### src/rtl/neo_mem_pkg.sv
// neo_mem_pkg: state encoding, lane selection and default wait states shared by the SRAM responders
package neo_mem_pkg;
    typedef enum logic [1:0] {ST_IDLE, ST_READ, ST_WRITE, ST_TURN} mem_state_t;
    localparam int DEF_RD_WAIT = 3;
    localparam int DEF_WR_WAIT = 3;
    localparam int DEF_TURN = 1;
    function automatic logic lane_select(input logic addr0, input logic swap);
        return addr0 ^ swap;
    endfunction
endpackage

### src/rtl/byte_lane_mux.sv
// byte_lane_mux: byte extract from a 16-bit read word, byte replicate and active-low lane strobes for writes
module byte_lane_mux (
    input  logic        lane,
    input  logic [15:0] rd_word,
    input  logic [7:0]  wr_byte,
    output logic [7:0]  rd_byte,
    output logic [15:0] wr_word,
    output logic        ub_n,
    output logic        lb_n
);
    assign rd_byte = lane ? rd_word[15:8] : rd_word[7:0];
    assign wr_word = {wr_byte, wr_byte};
    assign ub_n = ~lane;
    assign lb_n = lane;
endmodule

### src/rtl/byte_sram_responder.sv
// byte_sram_responder: serves single-byte word-port reads/writes against a 16-bit async SRAM with fixed wait states
module byte_sram_responder
    import neo_mem_pkg::*;
#(
    parameter int SRAM_AW = 21,
    parameter int RD_WAIT = DEF_RD_WAIT,
    parameter int WR_WAIT = DEF_WR_WAIT,
    parameter int TURN = DEF_TURN
) (
    input  logic               clk_sys,
    input  logic               reset,
    input  logic               byte_swap,
    input  logic               word_rd,
    input  logic               word_wr,
    input  logic [25:0]        word_addr,
    input  logic [7:0]         word_data,
    output logic [7:0]         word_q,
    output logic               word_busy,
    output logic               protocol_err,
    output logic [SRAM_AW-1:0] sram_a,
    output logic [15:0]        sram_dq_o,
    input  logic [15:0]        sram_dq_i,
    output logic               sram_dq_oe,
    output logic               sram_ce_n,
    output logic               sram_oe_n,
    output logic               sram_we_n,
    output logic               sram_ub_n,
    output logic               sram_lb_n
);
    mem_state_t state;
    logic [7:0] cnt;
    logic lane_r, lane, ub_n, lb_n, strobe, unused_addr;
    logic [7:0] rd_byte;
    logic [15:0] wr_word;

    assign strobe = word_rd | word_wr;
    assign word_busy = reset | (state != ST_IDLE) | strobe;
    // in IDLE the lane comes straight from the request so the strobes can be registered on the accept edge
    assign lane = (state == ST_IDLE) ? lane_select(word_addr[0], byte_swap) : lane_r;
    assign unused_addr = ^word_addr[25:SRAM_AW+1];

    byte_lane_mux u_lane_mux (
        .lane    (lane),
        .rd_word (sram_dq_i),
        .wr_byte (word_data),
        .rd_byte (rd_byte),
        .wr_word (wr_word),
        .ub_n    (ub_n),
        .lb_n    (lb_n)
    );

    always_ff @(posedge clk_sys) begin
        if (reset) begin
            state <= ST_IDLE;
            cnt <= '0;
            lane_r <= 1'b0;
            word_q <= '0;
            protocol_err <= 1'b0;
            sram_a <= '0;
            sram_dq_o <= '0;
            sram_dq_oe <= 1'b0;
            sram_ce_n <= 1'b1;
            sram_oe_n <= 1'b1;
            sram_we_n <= 1'b1;
            sram_ub_n <= 1'b1;
            sram_lb_n <= 1'b1;
        end else begin
            if (state != ST_IDLE && strobe) protocol_err <= 1'b1;
            case (state)
                ST_IDLE: if (strobe) begin
                    sram_a <= word_addr[SRAM_AW:1];
                    lane_r <= lane;
                    sram_ce_n <= 1'b0;
                    sram_ub_n <= ub_n;
                    sram_lb_n <= lb_n;
                    if (word_rd) begin
                        sram_oe_n <= 1'b0;
                        cnt <= 8'(RD_WAIT);
                        state <= ST_READ;
                        if (word_wr) protocol_err <= 1'b1;
                    end else begin
                        sram_we_n <= 1'b0;
                        sram_dq_o <= wr_word;
                        sram_dq_oe <= 1'b1;
                        cnt <= 8'(WR_WAIT);
                        state <= ST_WRITE;
                    end
                end
                ST_READ, ST_WRITE: if (cnt == 8'd1) begin
                    if (state == ST_READ) word_q <= rd_byte;
                    sram_ce_n <= 1'b1;
                    sram_oe_n <= 1'b1;
                    sram_we_n <= 1'b1;
                    sram_ub_n <= 1'b1;
                    sram_lb_n <= 1'b1;
                    cnt <= 8'(TURN);
                    state <= (TURN == 0) ? ST_IDLE : ST_TURN;
                    if (TURN == 0) sram_dq_oe <= 1'b0;
                end else begin
                    cnt <= cnt - 8'd1;
                end
                ST_TURN: if (cnt == 8'd1) begin
                    state <= ST_IDLE;
                    sram_dq_oe <= 1'b0;
                end else begin
                    cnt <= cnt - 8'd1;
                end
            endcase
        end
    end
endmodule
### config.mk
export PLATFORM = sky130hd
export DESIGN_NAME = byte_sram_responder
export DESIGN_NICKNAME = d
export VERILOG_FILES = /design/src/rtl/neo_mem_pkg.sv /design/src/rtl/byte_lane_mux.sv /design/src/rtl/byte_sram_responder.sv
export SDC_FILE = /design/constraint.sdc
export NUM_CORES = 1
export LEC_CHECK = 0
export ABC_CLOCK_PERIOD_IN_PS = 4100
export CAP_MARGIN = 10
export CORE_UTILIZATION = 45
export CTS_CLUSTER_SIZE = 8
export DETAILED_ROUTE_END_ITERATION = 8
export PLACE_DENSITY = 0.82
export SLEW_MARGIN = 5
export SYNTH_ARGS = -nofsm -noshare
export SYNTH_HDL_FRONTEND = slang
export SYNTH_SLANG_ARGS = --single-unit
export TNS_END_PERCENT = 10
### constraint.sdc
create_clock -name clk_sys -period 4.1 [get_ports clk_sys]
set_input_delay 0.82 -clock clk_sys [delete_from_list [all_inputs] [get_ports clk_sys]]
set_output_delay 0.82 -clock clk_sys [all_outputs]
set_load 0.005 [all_outputs]
==> impl_metrics.json <==
{
  "die_h_um": 76.1,
  "power_frac_clock_pct": 15.5,
  "core_um2": 5200,
  "synthTopCellsByArea": "dfxtp_1 45%, nand2_1 7.3%, a21oi_1 7.1%",
  "nNetsFinal": 434,
  "cts.path.max_buffers": 2,
  "p_sw_mw": 0.752,
  "vdd_drop_max_mv": 0.286,
  "rows": 26,
  "fmax_ghz": 0.313,
  "cp.arrival_ns": 2.37,
  "drv_slew": 0,
  "cts_resized": 0,
  "min_period_ns": 3.19,
  "critPathLaunch": "word_rd",
  "slowest_stage": "clkdlybuf4s50_1",
  "whs_ns": 0.459,
  "cpPeakStageDelay_ns": 0.58,
  "yosysSeqAreaShare_pct": 44.5,
  "synthDistinctLibCells": 48,
  "status": "complete, no violations",
  "syn_area_per_cell_um2": 8.80,
  "synth_top_area_share_pct": 44.5,
  "relSlewSlack_pct": 47.4,
  "gr-total-overflow": 0,
  "track_usage_pct": 20.5,
  "routed.top_layer": "met4",
  "reg2reg_depth": 6,
  "comb_power_share_pct": 48.7,
  "drc": 0,
  "worstMarginPinSlew_ns": 0.773,
  "cts.sinks": 55,
  "rsz0062_at_grt": "false",
  "drt-total-wl_um": 5770,
  "mostFrequentLayoutCells": "102 x clkdlybuf4s50_1, 55 x dfxtp_1, 48 x nand2_1",
  "synthesis.area_um2": 2470,
  "synthArstFlopShare_pct": 0,
  "hold_viol": 0,
  "post_cts_buffers": 0,
  "internal_power_mw": 1.33,
  "antenna_found_initial": 0,
  "r2r-end": "word_q[6]",
  "ys_warn_count": 0,
  "crit_buf_inv": 3,
  "switching_share_pct": 36.2,
  "required_ns": 3.28,
  "grt_pass1_vias": 2054,
  "syn-num-nets": 342,
  "setup_viol": 0,
  "max-cap-violations": 0,
  "gp_congestion": 0.772,
  "crit_path_start_kind": "primary input",
  "cts_tree": "yes",
  "critical_path_class": "in -> out",
  "wl_met3_um": 462,
  "ctsHtreeMaxLevel": 2,
  "first_pass_iters": 4,
  "r2r-start": "cnt[1]",
  "leakage_nw": 1.45,
  "path_clk_slew_ns": 0.09,
  "worstHoldPathType": "reg -> reg",
  "die_area_um2": 5800,
  "cp_top_family": "buffers and inverters",
  "tns_ns": 0,
  "final_area_um2": 3590,
  "cts_made_buffers": 5,
  "cp-endpoint": "word_busy",
  "finClkSkew_ns": 0.0111,
  "cp.depth": 5,
  "die_x_um": 76.1,
  "yosysTopAreaCell": "dfxtp_1",
  "vias_per_cell": 5.16,
  "start_util_pct": 47.5,
  "synth-edff-count": 0,
  "synth_seq_cells": 55,
  "boundaryPins": 108,
  "hold_buffers": 0,
  "worst_path_most_repeated_cell": "clkdlybuf4s50_1",
  "seq_power_share_pct": 35.8,
  "grt_pass1_wl_um": 9640,
  "synthFlopType": "dfxtp_1",
  "min_period_over_period_pct": 77.9,
  "io_buffer_count": 103,
  "clk_latency_ns": 0.31,
  "drt_iter0_markers": 118,
  "grt_max_degree": 49,
  "reg2reg_setup_slack_ns": 1.88,
  "met2_length_um": 2760,
  "antenna-diode-count": 0,
  "p_per_area_nw_per_um2": 579,
  "drive_gt1_share_pct": 6.68,
  "crit_fanout": 10,
  "path_cells": "clkdlybuf4s50_1 > nor3b_2 > buf_4 > nand2b_1 > clkdlybuf4s50_1",
  "final_common_cell": "clkdlybuf4s50_1",
  "wire_per_inst_um": 13.0,
  "place_area_um2": 3490,
  "end_kind": "output port",
  "power_mw": 2.08,
  "via_count": 2291,
  "area_growth_pct": 45.2,
  "ant_nets": 0,
  "hpwl_um": 4250,
  "syn_inst": 281,
  "wl_met1_um": 2530,
  "cts_root_buf": "clkbuf_8"
}
[state kept, by name, indices dropped and copies added (netlist names)]
signal	count
sram_dq_o	8
sram_lb_n	1
protocol_err	1
cnt	8
sram_dq_oe	1
lane_r	1
word_q	8
state	2
sram_ce_n	1
sram_ub_n	1
sram_we_n	1
sram_a	21
sram_oe_n	1
[stage by stage]
stage / instances / utilization [%] / setup WS, ns
2_1_floorplan: 281 / - / 1.84
3_3_place_gp: 436 / 67.0 / 0.964
3_5_place_dp: 436 / 67.0 / 0.932
4_1_cts: 444 / 69.0 / 0.919
5_1_grt: 444 / 69.0 / 0.817
6_report: 444 / 69.0 / 0.906
[worst min-delay path by stage]
stage	startpoint	to	cells after the start
2_1_floorplan	sram_ce_n	sram_ce_n	1
3_3_place_gp	sram_ce_n	sram_ce_n	1
3_5_place_dp	sram_ce_n	sram_ce_n	1
4_1_cts	sram_a[4]	sram_a[4]	2
5_1_grt	sram_a[20]	sram_a[20]	2
6_report	sram_ce_n	sram_ce_n	1
[power by group through the flow]
stage / clock network [mW] / registers, mW / logic [mW]
after global routing: 0.365 / 0.765 / 1.11
after floorplan: 0 / 0.756 / 0.637
final: 0.323 / 0.745 / 1.01
after global placement: 0 / 0.751 / 0.983
after detailed placement: 0 / 0.757 / 1.01
after CTS: 0.334 / 0.746 / 1.02
[layer usage]
metal | vias to the layer above | track usage, %
li1 | 1147 | -
met1 | 1057 | 25.2
met2 | 82 | 33.5
met3 | 5 | 8.86
met4 | 0 | 3.46
met5 | - | 0
[worst reg2reg max path, stage by stage (launching register included)]
cell,delay (ns)
dfxtp_1,0.30
inv_1,0.10
ha_1,0.18
nor3b_1,0.59
and3_1,0.64
nor2_1,0.12
a211oi_2,0.20
[synthesized netlist by cell type (3+ instances only)]
| master | n |
|---|---|
| buf_4 | 10 |
| o31ai_1 | 3 |
| xor2_1 | 3 |
| nor2_1 | 28 |
| a211oi_1 | 7 |
| dfxtp_1 | 55 |
| nand2_1 | 48 |
| a21oi_1 | 35 |
| clkbuf_1 | 9 |
| inv_1 | 6 |
| o21ai_0 | 6 |
| ha_1 | 6 |
| a211o_1 | 3 |
| nand2b_1 | 4 |
| or4_1 | 3 |
| mux2i_1 | 16 |
| or3_1 | 3 |
[final cells by class]
cell class,instances,area (um^2)
clock buffer,7,96.3
clock inverter,1,7.51
fill,426,1610
inverter,6,22.5
multi-input combinational,198,1220
sequential,55,1100
tap,70,87.6
timing repair buffer,107,1060
[logic make-up after synthesis]
| logic type | synth area share [%] |
|---|---|
| AND/OR/NAND/NOR | 19.9 |
| AO/OA/AOI/OAI | 18.3 |
| buffers and inverters | 6.17 |
| XOR/XNOR | 1.06 |
| adder cells (fa/ha/maj) | 3.03 |
| flip-flops | 44.5 |
| multiplexers | 7.03 |
Note: power is estimated with default switching activity, not from simulation.
